## src/rtl/jtbubl_snd_pkg.sv

```systemverilog
// Shared constants and types for the sound-side mailbox of the main/sound CPU link.
package jtbubl_snd_pkg;

    localparam logic [15:0] WinBase = 16'hB000;

    // Register offsets inside the 4-byte mailbox window
    localparam logic [1:0] RegCmd     = 2'd0;
    localparam logic [1:0] RegStat    = 2'd1;  // read: status, write: NMI enable
    localparam logic [1:0] RegNmiDis  = 2'd2;
    localparam logic [1:0] RegPendClr = 2'd3;

    localparam logic [7:0] IdleByte = 8'hff;

    localparam int unsigned CntW = 8;

    typedef enum logic {
        StIdle,
        StPulse
    } nmi_state_e;

    function automatic logic [7:0] stat_byte(input logic pend, input logic flag);
        return {6'h3f, pend, flag};
    endfunction

endpackage

```

## src/rtl/jtbubl_snd_stretch.sv

```systemverilog
// Down-counter pulse stretcher: load sets the count to W, then it decrements to zero.
module jtbubl_snd_stretch
    import jtbubl_snd_pkg::*;
#(
    parameter int unsigned W        = 32,
    parameter bit          RST_FULL = 1'b0
) (
    input  logic clk,
    input  logic rst,
    input  logic load,
    output logic zero
);

    localparam logic [CntW-1:0] LoadVal = CntW'(W);
    localparam logic [CntW-1:0] RstVal  = RST_FULL ? LoadVal : '0;

    logic [CntW-1:0] cnt_q, cnt_d;

    always_comb begin
        cnt_d = cnt_q;
        if (load) begin
            cnt_d = LoadVal;
        end else if (cnt_q != '0) begin
            cnt_d = cnt_q - CntW'(1);
        end
        zero = (cnt_q == '0);
    end

    always_ff @(posedge clk) begin
        if (rst) begin
            cnt_q <= RstVal;
        end else begin
            cnt_q <= cnt_d;
        end
    end

endmodule

```

## src/rtl/jtbubl_snd_comm.sv

```systemverilog
// Sound-side mailbox: command capture, reply latch, NMI generation and stretched CPU reset.
module jtbubl_snd_comm
    import jtbubl_snd_pkg::*;
#(
    parameter int unsigned NMI_W = 32,
    parameter int unsigned RST_W = 64
) (
    input  logic        clk24,
    input  logic        rst,
    input  logic [7:0]  snd_latch,
    input  logic        snd_stb,
    input  logic        snd_rstn,
    input  logic [15:0] snd_addr,
    input  logic [7:0]  snd_dout,
    input  logic        snd_mreq_n,
    input  logic        snd_rd_n,
    input  logic        snd_wr_n,
    output logic        comm_cs,
    output logic [7:0]  comm_dout,
    output logic [7:0]  main_latch,
    output logic        main_stb,
    output logic        snd_flag,
    output logic        snd_nmi_n,
    output logic        snd_cpu_rst
);

    logic       stb_q, stb_l_q;
    logic [7:0] latch_q;
    logic       rd_q, rd_l_q, wr_q, wr_l_q;
    logic [1:0] off_q;
    logic [7:0] dout_q;

    logic [7:0] cmd_q, cmd_d;
    logic [7:0] comm_dout_q, comm_dout_d;
    logic [7:0] main_latch_q, main_latch_d;
    logic       main_stb_q, main_stb_d;
    logic       flag_q, flag_d;
    logic       nmi_en_q, nmi_en_d;
    logic       nmi_pend_q, nmi_pend_d;
    logic       nmi_n_q, nmi_n_d;
    logic       cpu_rst_q, cpu_rst_d;
    nmi_state_e state_q, state_d;

    logic rd_now, wr_now;
    logic stb_ev, rd_ev, wr_ev;
    logic hold, nmi_start, nmi_zero, rst_zero;

    assign comm_cs = !snd_mreq_n && (snd_addr[15:2] == WinBase[15:2]);
    assign rd_now  = comm_cs && !snd_rd_n;
    assign wr_now  = comm_cs && !snd_wr_n;

    always_comb begin
        stb_ev = stb_q && !stb_l_q;
        rd_ev  = rd_q && !rd_l_q;
        wr_ev  = wr_q && !wr_l_q;
        // Sample snd_rstn directly so a mid-pulse reset request silences NMI on the next edge
        hold      = cpu_rst_q || !snd_rstn;
        nmi_start = (state_q == StIdle) && nmi_pend_q && nmi_en_q;

        // Read data is captured once at the start of the access and then held
        comm_dout_d = comm_dout_q;
        if (rd_now && !rd_q) begin
            case (snd_addr[1:0])
                RegCmd:  comm_dout_d = cmd_q;
                RegStat: comm_dout_d = stat_byte(nmi_pend_q, flag_q);
                default: comm_dout_d = IdleByte;
            endcase
        end

        cmd_d        = stb_ev ? latch_q : cmd_q;
        main_stb_d   = wr_ev && (off_q == RegCmd);
        main_latch_d = main_stb_d ? dout_q : main_latch_q;

        flag_d = flag_q;
        if (rd_ev && (off_q == RegCmd)) flag_d = 1'b0;
        if (stb_ev)                     flag_d = 1'b1;
        if (hold)                       flag_d = 1'b0;

        nmi_en_d = nmi_en_q;
        if (wr_ev && (off_q == RegStat))   nmi_en_d = 1'b1;
        if (wr_ev && (off_q == RegNmiDis)) nmi_en_d = 1'b0;
        if (hold)                          nmi_en_d = 1'b0;

        nmi_pend_d = nmi_pend_q;
        if (nmi_start)                      nmi_pend_d = 1'b0;
        if (wr_ev && (off_q == RegPendClr)) nmi_pend_d = 1'b0;
        if (stb_ev)                         nmi_pend_d = 1'b1;
        if (hold)                           nmi_pend_d = 1'b0;

        state_d = state_q;
        nmi_n_d = nmi_n_q;
        case (state_q)
            StIdle: begin
                if (nmi_start) begin
                    state_d = StPulse;
                    nmi_n_d = 1'b0;
                end
            end
            StPulse: begin
                if (nmi_zero) begin
                    state_d = StIdle;
                    nmi_n_d = 1'b1;
                end
            end
            default: begin
                state_d = StIdle;
                nmi_n_d = 1'b1;
            end
        endcase
        if (hold) begin
            state_d = StIdle;
            nmi_n_d = 1'b1;
        end

        cpu_rst_d = !snd_rstn || !rst_zero;
    end

    always_ff @(posedge clk24) begin
        if (rst) begin
            stb_q        <= 1'b0;
            stb_l_q      <= 1'b0;
            latch_q      <= 8'h00;
            rd_q         <= 1'b0;
            rd_l_q       <= 1'b0;
            wr_q         <= 1'b0;
            wr_l_q       <= 1'b0;
            off_q        <= 2'd0;
            dout_q       <= 8'h00;
            cmd_q        <= 8'h00;
            comm_dout_q  <= 8'hff;
            main_latch_q <= 8'h00;
            main_stb_q   <= 1'b0;
            flag_q       <= 1'b0;
            nmi_en_q     <= 1'b0;
            nmi_pend_q   <= 1'b0;
            state_q      <= StIdle;
            nmi_n_q      <= 1'b1;
            cpu_rst_q    <= 1'b1;
        end else begin
            stb_q        <= snd_stb;
            stb_l_q      <= stb_q;
            latch_q      <= snd_latch;
            rd_q         <= rd_now;
            rd_l_q       <= rd_q;
            wr_q         <= wr_now;
            wr_l_q       <= wr_q;
            off_q        <= snd_addr[1:0];
            dout_q       <= snd_dout;
            cmd_q        <= cmd_d;
            comm_dout_q  <= comm_dout_d;
            main_latch_q <= main_latch_d;
            main_stb_q   <= main_stb_d;
            flag_q       <= flag_d;
            nmi_en_q     <= nmi_en_d;
            nmi_pend_q   <= nmi_pend_d;
            state_q      <= state_d;
            nmi_n_q      <= nmi_n_d;
            cpu_rst_q    <= cpu_rst_d;
        end
    end

    jtbubl_snd_stretch #(
        .W        (NMI_W - 1),
        .RST_FULL (1'b0)
    ) u_nmi_cnt (
        .clk  (clk24),
        .rst  (rst || hold),
        .load (nmi_start),
        .zero (nmi_zero)
    );

    jtbubl_snd_stretch #(
        .W        (RST_W),
        .RST_FULL (1'b1)
    ) u_rst_cnt (
        .clk  (clk24),
        .rst  (rst),
        .load (!snd_rstn),
        .zero (rst_zero)
    );

    assign comm_dout   = comm_dout_q;
    assign main_latch  = main_latch_q;
    assign main_stb    = main_stb_q;
    assign snd_flag    = flag_q;
    assign snd_nmi_n   = nmi_n_q;
    assign snd_cpu_rst = cpu_rst_q;

endmodule

```

## config.mk

```make
export PLATFORM = sky130hd
export DESIGN_NAME = jtbubl_snd_comm
export DESIGN_NICKNAME = d
export VERILOG_FILES = /design/src/rtl/jtbubl_snd_pkg.sv /design/src/rtl/jtbubl_snd_stretch.sv /design/src/rtl/jtbubl_snd_comm.sv
export SDC_FILE = /design/constraint.sdc
export NUM_CORES = 1
export LEC_CHECK = 0
export CORE_ASPECT_RATIO = 1.5
export CORE_MARGIN = 5
export CORE_UTILIZATION = 35
export DETAILED_ROUTE_END_ITERATION = 8
export PLACE_DENSITY = 0.56
export SYNTH_ARGS = -nofsm -noshare
export SYNTH_HDL_FRONTEND = slang
export SYNTH_SLANG_ARGS = --single-unit
```

## constraint.sdc

```tcl
create_clock -name clk24 -period 2.75 [get_ports clk24]
set_clock_uncertainty 0.05 [all_clocks]
set_input_delay 0.55 -clock clk24 [delete_from_list [all_inputs] [get_ports clk24]]
set_output_delay 0.55 -clock clk24 [all_outputs]
set_load 0.02 [all_outputs]
```

==> results <==
- Walking the worst path, the cells encountered are clkdlybuf4s50_1 > nor4b_2 > nand4_1 > inv_1 > dlymetal6s2s_1.
- The design draws 2.14 mW.
- Setup violations remaining at the end of the flow were counted as 0.
- The initial utilization of the core area, before any placement, comes to a little over a third.
- The run finished with clean final reports.
- The category of the worst setup path launch point is an input port.
- Of the cells placed in the final design, the portion with a size suffix greater than 1 is 8.60%.
- The count of unresolved DRC violations after routing is 0.
- The total count of max-transition violations in the final report is 0.
- The library cell occupying the most area in the post-synthesis netlist is dfxtp_1.
- Setup repair after global routing left no endpoint under its margin.
- The maximum achievable frequency is 436 MHz.
- At the later pin of the worst-skew pair, clock insertion delay measures 0.34 ns.
- The floorplan step defined a core boundary enclosing 7270 sq um.
- The sink count of the clock tree is 71.
- The number of nets handed over by synthesis was 326.
- In this run the worst path has a maximum fanout of 2.
- The netlist area before placement is 2640 sq um.
- In this run the vertical extent of the chip is approximately 120 microns.
- Synthesis handed over a netlist of approximately 280 instances.
- The via count of the first global-routing pass is 2041.
- The critical path contains buffers and inverters numbering 3 combined.
- Row generation in the floorplan step produced 38 rows.
- The slowest library cell on the worst path is clkdlybuf4s50_1.
- TritonCTS built the clock tree.
- The number of antenna violations at the first check in global routing came to 0.
- The post-synthesis sequential area ratio is 53.9%.
- In the routed layout, each cell is associated on average with a via count of about 4.5.
- The area of the die is 9410 sq um.
- The total overflow left after global routing is 0.
- Summed over all cells, the static leakage comes to 1.38 nW.
- The diode insertion count for antenna repair is 0.
- For flop-to-flop paths, the worst setup slack is 0.77 ns.
- The final critical path takes up 83.4% of the cycle.
- The required time of the critical path is around 2.2 ns.
- Detailed placement finished with a half-perimeter wire length of 3950 microns.
- Routability-driven placement finished with a final weighted congestion of 0.678.
- After synthesis, the share of flip-flops with an asynchronous set or reset is 0%.
- Counting flops with a built-in enable in the synthesized netlist gives 0.
- The time the worst path needs with I/O delays and setup is around 2.3 ns.
- In this run, the number of DRC markers left after iteration 0 of detailed routing was ~130.
- The layout has between 600 and 700 filler cells.
- The critical path is of the input port to output port type.
- The prevailing post-synth register cell is dfxtp_1.
- The routed wire length per instance is 11.8 microns.
- The post-CTS setup buffer count is 0.
- After clock tree synthesis, the clock-pin slew on the worst setup and hold paths is 0.07 ns.
- The top-area cell type share of the netlist area is 53.9%.
- The element type at the critical path end is an output port.
- The tool flagged a number of max-cap violations equal to 0.
- The worst slew margin relative to its limit is 45.4%.
- The synthesized design contains 71 register bits.
- Global routing used roughly 12% of the available tracks across all layers.
- The synthesized netlist contains 40 unique library cells.
- Yosys printed 0 warnings.
- The tightest min-delay check is of the register to register type.
- The measured slew at the worst slew-check pin is 0.813 ns.
- After routing, the total negative slack on setup checks comes to 0 ns.
- CTS built an H-tree with a depth of 3.
- After synthesis, the cell types taking the most area are dfxtp_1, nor2b_1, nand2_1.
- In this run the power density over the cells is 603 nW/um^2.
- For this block, the via count after detailed routing is 2024.
- Data on the critical path arrives at its endpoint at 1.69 ns.
- The total CTS buffers is 9.
- The detail route stage leaves a number of antenna-violating nets equal to 0.
- The number of I/O pins is 60.
- The count of buffers inserted at the top-level ports is 59.
- The chip width is 80.9 microns.
- The clock root buffer is clkbuf_8.
- The first global-routing pass estimated 9050 microns of wire.
- The number of hold violations in the final report is 0.
- The number of detailed-route iterations in the first pass is 3.
- The final layout contains 386 nets.
- The routed design has ~5300 microns of wire.
- The category of cells accounting for the largest share of critical-path delay is buffers and inverters.
- A synthesized cell averages 9.29 sq um.
- On the worst path, the slowest cell contributes a delay of 0.41 ns.
- Across the VDD grid, the largest voltage drop is roughly 0.00034 V.
- The pin count of the biggest net entering global routing is 58.
- From synthesis to final layout, the design area changed by 34.4%.
- The number of buffers on the longest clock path is 2.
tightest hold or removal path: cells and delay by family (launching register included):
kind,cells,cell delay (ns)
AO/OA/AOI/OAI,1,0.05
flip-flops,1,0.30
AND/OR/NAND/NOR,1,0.04
per-layer routing:
metal,up-vias,track usage [%],routed length (microns)
met4,0,5.07,104
li1,1076,-,-
met5,-,0,0
met2,29,22.2,2780
met1,912,13.3,2200
met3,7,4.40,223
cells by family (layout without fill, tap and decap cells):
logic type / count (synthesis) / after routing / share of synthesized area (%)
fa+ha+maj: 3 / 3 / 1.42
mux: 10 / 10 / 3.84
flops: 71 / 71 / 53.9
xor+xnor: 11 / 11 / 3.65
compound gates: 37 / 37 / 8.30
buf+inv: 20 / 85 / 2.89
simple gates: 132 / 132 / 26.0
synth_stat cells, types with 2 or more instances:
cell        n
dfxtp_1    71
inv_1       7
a2111oi_0   2
o211ai_1    2
nor4_2      2
nand2b_1    6
xnor2_1     5
mux2i_1     9
clkbuf_1   11
or3_1       2
o21ai_1     2
nand2_1    39
nor4_1      3
nor2_1     27
nor3_1     11
or2_2       3
a21oi_1    23
ha_1        3
a211oi_1    2
nor2b_1    26
nand3_1     4
xor2_1      6
flip-flops by register name, indices dropped and copies added, names as in the netlist, 2 cells and up:
signal           flops
cmd_q                8
comm_dout            8
main_latch           8
off_q                2
u_rst_cnt.cnt_q      8
latch_q              8
dout_q               8
u_nmi_cnt.cnt_q      8
worst paths after layout:
check,start,endpoint,cells past startpoint
min reg2reg,latch_q[5],cmd_q[5],2
max,snd_addr[8],comm_cs,5
max reg2reg,u_nmi_cnt.cnt_q[0],u_nmi_cnt.cnt_q[1],6
min,latch_q[5],cmd_q[5],2
where the power goes:
group / switching [mW] / internal [mW]
registers: 0.0173 / 1.06
logic: 0.0619 / 0.0878
clock network: 0.396 / 0.517
total: 0.475 / 1.66
layout make-up:
cell class	count	area, sq um	share of cell area (%)
multi-input combinational	193	1140	32.2
tap	100	125	3.53
clock inverter	6	93.8	2.65
sequential	71	1420	40.1
clock buffer	10	128	3.60
timing repair buffer	62	611	17.2
inverter	7	26.3	0.741
cell usage in the layout, fill, tap and decap left out, types with 7 or more instances in the layout:
| master | n |
|---|---|
| dfxtp_1 | 71 |
| clkdlybuf4s50_1 | 57 |
| nand2_1 | 39 |
| nor2_1 | 27 |
| nor2b_1 | 26 |
| a21oi_1 | 23 |
| nor3_1 | 11 |
| mux2i_1 | 9 |
| clkbuf_8 | 9 |
| inv_1 | 7 |
timing repair:
action | in CTS | in global routing
setup endpoints to repair | 0 | 1
resized for setup | 0 | 1
hold buffers | 0 | 0
through the flow:
stage	worst slack, ns	instance area [sq um]	hold slack, ns	cells	utilization [%]
6_report	0.457	3540	0.385	449	48.7
5_1_grt	0.345	3540	0.409	449	48.7
4_1_cts	0.0596	3540	0.388	449	48.7
3_5_place_dp	0.0613	3320	0.377	433	45.6
3_3_place_gp	0.0808	3320	0.369	433	45.6
2_1_floorplan	0.934	2640	0.367	284	-
No activity file was read; power rests on OpenSTA's default activity.
==> RTL change (same flow settings) <==
The package constant `CntW` goes from 8 to 4.
--- a/src/rtl/jtbubl_snd_pkg.sv
+++ b/src/rtl/jtbubl_snd_pkg.sv
@@ -11,7 +11,7 @@
 
     localparam logic [7:0] IdleByte = 8'hff;
 
-    localparam int unsigned CntW = 8;
+    localparam int unsigned CntW = 4;
 
     typedef enum logic {
         StIdle,
Formal check against the unedited RTL: not equivalent (Yosys sat finds a counterexample within 4 cycles, from zero or initial values and one cycle with rst high).
==> RTL change against the unedited design <==
  * Routed wire length down 17%
  * Power down 7.0%
  * Sequential cell count down 8
  * Combinational power up 21%
  * Highest routed layer unchanged
  * First-iteration DRC count down 36%
  * Die area down 13%
  * Synthesized area down 14%
  * Critical path type unchanged
  * Non-clock buffer count unchanged
  * Setup slack better by 0.029 ns
  * Largest cell class unchanged
  * Final area down 12%
  * Critical endpoint unchanged
==> RTL change: results (changes against the unedited design) <==
| Metric | Value |
|---|---|
| Routability cong. | 0.712 (was 0.678) |
| M1 WL | 1870 µm (was 2200 µm) |
| Vias | 1738 (was 2024) |
| Tmin final | 2.26 ns (was 2.29 ns) |
| Post-synthesis sequential area ratio | 55.8% (was 53.9%) |
| Commonest cells in the netlist | dfxtp_1, nand2_1, a21oi_1 (was dfxtp_1, nand2_1, nor2_1) |
| DP HPWL | 3170 µm (was 3950 µm) |
| Launch point of the worst path | snd_addr[3] (was snd_addr[8]) |
| CTS Sinks | 63 (was 71) |
| Met3 Resource Use GR | 3.26% (was 4.40%) |
| Yosys cell types | 29 (was 40) |
| Multi-input combinational area share | 29.5% (was 32.2%) |
| Syn nets | 283 (was 326) |
| Worst Path Arrival | 1.66 ns (was 1.69 ns) |
| GR Layer Usage met2 | 18.8% (was 22.2%) |
| Met2 wire len | 2240 µm (was 2780 µm) |
| Fill count | 628 (was 699) |
| DR pass1 iterations | 4 (was 3) |
| Hold Slack | 0.386 ns (was 0.385 ns) |
| Met3 wire length | 203 µm (was 223 µm) |
| Peak supply drop | 0.000332 V (was 0.000342 V) |
| Vias in the first global route | 1551 (was 2041) |
| Status | finished clean (unchanged) |
| Layout cells sized above 1 | 9.12% (was 8.60%) |
| GRT met1 Usage | 13.3% (about the same) |
| Cells on worst reg2reg path | 5 (was 6) |
| Drt total wl | 4420 µm (was 5310 µm) |
| Register area | 1260 µm² (was 1420 µm²) |
| Final nets | 344 (was 386) |
| Dominant cells by area after synthesis | dfxtp_1, nor2b_1, a21oi_1 (was dfxtp_1, nor2b_1, nand2_1) |
| Initial DRC count | 82 (was 129) |
| Mapped Avg Cell Area | 9.37 µm² (was 9.29 µm²) |
| Cells after DPL | 367 (was 433) |
| Sequential power share | 48.2% (was 50.3%) |
| Reg2reg setup slack | 1.14 ns (was 0.77 ns) |
| Leakage power total | 1.20 nW (was 1.38 nW) |
## RTL change: changes by cell type in the layout (fill, tap and decap cells not counted), moves of 3 or more
cell / unedited run / this run
nor2_1: 27 / 16
nor4_1: 3 / 0
a21oi_1: 23 / 27
or3_1: 2 / 5
dfxtp_1: 71 / 63
xnor2_1: 5 / 2
nand2_1: 39 / 35
xor2_1: 6 / 0
## RTL change: logic make-up after synthesis
family                   count (synthesis)  share of synthesized area (%)
AO/OA/AOI/OAI                           33                           7.92
flip-flops                              63                           55.8
multiplexers                            10                           4.54
XOR/XNOR                                 2                          0.776
adder cells (fa/ha/maj)                  3                           1.66
AND/OR/NAND/NOR                        112                           25.9
buffers and inverters                   18                           3.32
## RTL change: through the flow
stage	area, µm²	total power (W)
2_1_floorplan	2260	0.00108
3_3_place_gp	2910	0.00116
3_5_place_dp	2910	0.00116
4_1_cts	3120	0.00202
5_1_grt	3120	0.00207
6_report	3120	0.00199
